<file path="config.mk">
export PLATFORM = sky130hd
export DESIGN_NAME = demux4_deser
export DESIGN_NICKNAME = d
export VERILOG_FILES = /design/src/rtl/demux4_deser.sv
export SDC_FILE = /design/constraint.sdc
export NUM_CORES = 1
export LEC_CHECK = 0
export CORE_MARGIN = 2
export CORE_UTILIZATION = 45
export CTS_CLUSTER_DIAMETER = 80
export DETAILED_ROUTE_END_ITERATION = 8
export GPL_ROUTABILITY_DRIVEN = 0
export MAX_ROUTING_LAYER = met4
export PLACE_DENSITY = 0.78
export SLEW_MARGIN = 10
export SYNTH_ARGS = -nofsm -noshare
export SYNTH_HDL_FRONTEND = slang
export SYNTH_SLANG_ARGS = --single-unit
</file>
<file path="constraint.sdc">
create_clock -name clk -period 5.8 [get_ports clk]
set_input_delay 0.58 -clock clk [delete_from_list [all_inputs] [get_ports clk]]
set_output_delay 0.58 -clock clk [all_outputs]
set_load 0.03 [all_outputs]
</file>
<file path="src/rtl/demux4_deser.sv">
// Four-channel serial deserializer fed by a shared 4:1 muxed data line.
// Define DEMUX4_PARITY_EN to use 9-bit frames (8 data bits LSB first plus even parity).
module demux4_deser (
  input  logic       clk,
  input  logic       rst,
  input  logic       din,
  input  logic       din_valid,
  input  logic       s1,
  input  logic       s0,
  input  logic       flush,
  output logic [7:0] d0,
  output logic [7:0] d1,
  output logic [7:0] d2,
  output logic [7:0] d3,
  output logic       v0,
  output logic       v1,
  output logic       v2,
  output logic       v3,
  output logic       pe0,
  output logic       pe1,
  output logic       pe2,
  output logic       pe3
);

`ifdef DEMUX4_PARITY_EN
  localparam int unsigned FRAME_BITS = 9;
`else
  localparam int unsigned FRAME_BITS = 8;
`endif
  localparam int unsigned NCH   = 4;
  localparam int unsigned CNT_W = 4;
  localparam logic [CNT_W-1:0] LAST_BIT = CNT_W'(FRAME_BITS - 1);

  logic [7:0]       r_sr  [NCH];
  logic [CNT_W-1:0] r_cnt [NCH];
  logic [7:0]       r_d   [NCH];
  logic [NCH-1:0]   r_v;
`ifdef DEMUX4_PARITY_EN
  logic [NCH-1:0]   r_pe;
`endif
  logic [1:0]       w_sel;

  assign w_sel = {s1, s0};

  // Per-channel assembly; only the selected channel moves on a valid bit.
  always_ff @(posedge clk) begin
    if (rst) begin
      for (int i = 0; i < NCH; i++) begin
        r_sr[i]  <= '0;
        r_cnt[i] <= '0;
        r_d[i]   <= '0;
      end
      r_v <= '0;
`ifdef DEMUX4_PARITY_EN
      r_pe <= '0;
`endif
    end else begin
      r_v <= '0;
      if (flush) begin
        for (int i = 0; i < NCH; i++) begin
          r_sr[i]  <= '0;
          r_cnt[i] <= '0;
        end
      end else if (din_valid) begin
        if (r_cnt[w_sel] == LAST_BIT) begin
          r_cnt[w_sel] <= '0;
          r_sr[w_sel]  <= '0;
          r_v[w_sel]   <= 1'b1;
`ifdef DEMUX4_PARITY_EN
          // Final bit is the parity bit; the byte is already fully shifted in.
          r_d[w_sel]  <= r_sr[w_sel];
          r_pe[w_sel] <= (^r_sr[w_sel]) ^ din;
`else
          r_d[w_sel]  <= {din, r_sr[w_sel][7:1]};
`endif
        end else begin
          r_cnt[w_sel] <= r_cnt[w_sel] + CNT_W'(1);
          r_sr[w_sel]  <= {din, r_sr[w_sel][7:1]};
        end
      end
    end
  end

  assign d0 = r_d[0];
  assign d1 = r_d[1];
  assign d2 = r_d[2];
  assign d3 = r_d[3];
  assign v0 = r_v[0];
  assign v1 = r_v[1];
  assign v2 = r_v[2];
  assign v3 = r_v[3];

`ifdef DEMUX4_PARITY_EN
  assign pe0 = r_pe[0];
  assign pe1 = r_pe[1];
  assign pe2 = r_pe[2];
  assign pe3 = r_pe[3];
`else
  assign pe0 = 1'b0;
  assign pe1 = 1'b0;
  assign pe2 = 1'b0;
  assign pe3 = 1'b0;
`endif

endmodule
</file>
==> metrics.csv <==
metric;value;unit
Final TNS setup;0;ps
via count of the first global-routing pass;2293;
Netlist cell types;31;
largest net degree at the start of global routing;30;
dpl cells;394;
Routed Wire Length;7750;um
Synth Register Bits;80;
Worst EP arrival;3860;ps
vias per std cell;5.77;
worst vdd ir;0.000198;V
Starting Density;46.9;%
RR Endpoint;r_d[0][3];
GRT Util Overall;19.3;%
number of synthesized flops with an enable pin;76;
Worst-Skew Late Latency;350;ps
die span in y;94.2;um
type of the most critical hold path;register to register;
Core Area;7810;um2
reg-to-reg startpoint;r_cnt[2][0];
fraction of layout cells with a size suffix above 1;12.3;%
Required @ worst endpoint;5790;ps
clock-pin slew on the worst setup and hold paths;80;ps
Layout Skew;9.55;ps
most instantiated cells after synthesis;edfxtp_1 (76), nor2_1 (38), nor3_1 (29), mux2i_1 (16), nand3_1 (15);
Final Hold Viols;0;
crit path max fanout;13;
Reg2Reg Setup Slack;2780;ps
Post-DP HPWL;5290;um
clk sink count;80;
Final WS setup;1940;ps
pre-CTS setup slack;1590;ps
pwr dens;285;nW/um2
first-pass GRT wire length;12300;um
I/O pins;47;
initial antenna violation count;0;
# hold bufs at CTS;0;
nets;311;
Mapped Cells;266;
total power;1.24;mW
Slew Limit Fails;0;
hold path endpoint;r_d[2][0];
drt drc;0;
CTS tree;yes;
Hold Path Stages;1;
area of the die;8880;um2
grt ovf;0;
kind of critical path;input port to register;
I/O Buffers;42;
Post-Syn Area;3660;um2
Mapped Avg Cell Area;13.8;um2
final setup fails;0;
drt wl/cell;18.9;um
Setup crit start kind;input port;
CTS root buf;clkbuf_8;
area delta synth->final;18.7;%
cts repair resizes;0;
Worst slew margin;47.7;%
postcts setup bufs;0;
RSZ-0062 raised after global routing;no;
Clock Path Buffers;2;
die width;94.2;um
DRT antenna net count;0;
worst-case reg-to-reg path depth;5;
Lkg Pwr;1.57;nW
outcome;completed;
Fmax;259;MHz
DRT iter0 DRCs;197;
dominant cell by count in the synthesized netlist;edfxtp_1;
Seq/Total Area, Yosys;64.5;%
FP Rows;32;
synth warn;0;
largest area contributor in the netlist;edfxtp_1;
Synth Flop Type;edfxtp_1;
Min-Delay Startpoint;r_sr[2][1];
H-tree depth;3;
Worst setup EP type;register;
Synth top area share;62.3;%
period utilization;66.6;%
largest cells by area after synthesis;edfxtp_1 (62%), mux4_2 (6.8%), mux2i_1 (4.4%), nor3_1 (4.0%), nor2_1 (3.9%);
Tmin final;3860;ps
Vias;2364;
fin cells;410;
area post-placement;4120;um2
worst slew pin tran;774;ps
number of inserted diodes;0;
post-route cell area;4350;um2
CTS Buf Count;9;
Pre-Repair DR Iteration Count;5;
FFs w/ async S/R, synth;0;%
Max Cap Viol;0;
==> metal layers <==
layer	GRT usage (%)	part of all wire, %	vias to the layer above
li1	-	-	1071
met1	23.9	41	1164
met2	31.4	51	114
met3	4.65	6.9	15
met4	6.52	1.7	0
met5	-	0	-
==> report_power, final <==
part / leakage (nW) / switching, mW / internal [mW]
combinational: 0.598 / 0.0756 / 0.0439
clock: 0.112 / 0.211 / 0.247
sequential: 0.856 / 0.00918 / 0.654
==> placed cells by master (no fill, tap or decap), drive strengths merged, types with 2 or more instances in the layout <==
| cell type | synthesis | final |
|---|---|---|
| clkdlybuf4s50 | 0 | 42 |
| inv | 2 | 5 |
| bufinv | 0 | 2 |
| or4b | 2 | 2 |
| clkbuf | 8 | 9 |
| nand2b | 7 | 7 |
| and3b | 2 | 2 |
| and2 | 3 | 3 |
| and3 | 7 | 7 |
| nand3 | 15 | 15 |
| nand2 | 5 | 5 |
| nor2b | 2 | 2 |
| nor2 | 38 | 38 |
| mux2 | 6 | 6 |
| dfxtp | 4 | 4 |
| nor3b | 2 | 2 |
| edfxtp | 76 | 76 |
| o21bai | 3 | 3 |
| nor3 | 29 | 29 |
| a211o | 4 | 4 |
| or4 | 2 | 2 |
| buf | 15 | 4 |
| mux2i | 16 | 16 |
| conb | 1 | 4 |
| mux4 | 11 | 11 |
==> sequential cells by signal, summed over array words and instances (netlist names) <==
register  flops
r_cnt        16
r_d          32
r_sr         28
r_v           4
==> how the worst max path moves through the flow <==
stage,from,to,slack [ps],depth (start not counted)
finish,s0,r_d[0][3],1940,6
global route,s0,r_d[0][7],1610,6
CTS,s0,r_d[0][7],1930,6
detailed placement,s0,r_d[0][6],1590,6
global placement,s0,r_d[0][4],1740,6
floorplan,s0,r_d[0][0],2790,6
==> logic make-up after synthesis <==
| kind of cell | Yosys count | share of synthesized area (%) |
|---|---|---|
| simple gates | 117 | 16.3 |
| other cells | 1 | 0.102 |
| buf+inv | 25 | 3.76 |
| compound gates | 8 | 1.84 |
| fa+ha+maj | 1 | 0.341 |
| xor+xnor | 1 | 0.239 |
| flops | 80 | 64.5 |
| mux | 33 | 13.0 |
==> per-stage QoR <==
stage          hold WS [ps]  utilization [%]
2_1_floorplan           542                -
3_3_place_gp            600             52.8
3_5_place_dp            608             52.8
4_1_cts                 626             55.7
5_1_grt                 649             55.7
6_report                638             55.7
==> critical path, stage by stage <==
cell             delay (ps)
clkdlybuf4s50_1         850
mux4_2                  420
ha_1                    290
nor4bb_1                660
nand3_1                 390
o21bai_1                670
==> final cells by class <==
type,instances,area [um2]
Tap cell,102,128
Timing Repair Buffer,46,450
Inverter,2,7.51
Clock buffer,9,124
Fill cell,643,3460
Sequential cell,80,2360
Clock inverter,7,101
Multi-Input combinational cell,164,1170
No activity file was read; power rests on OpenSTA's default activity.
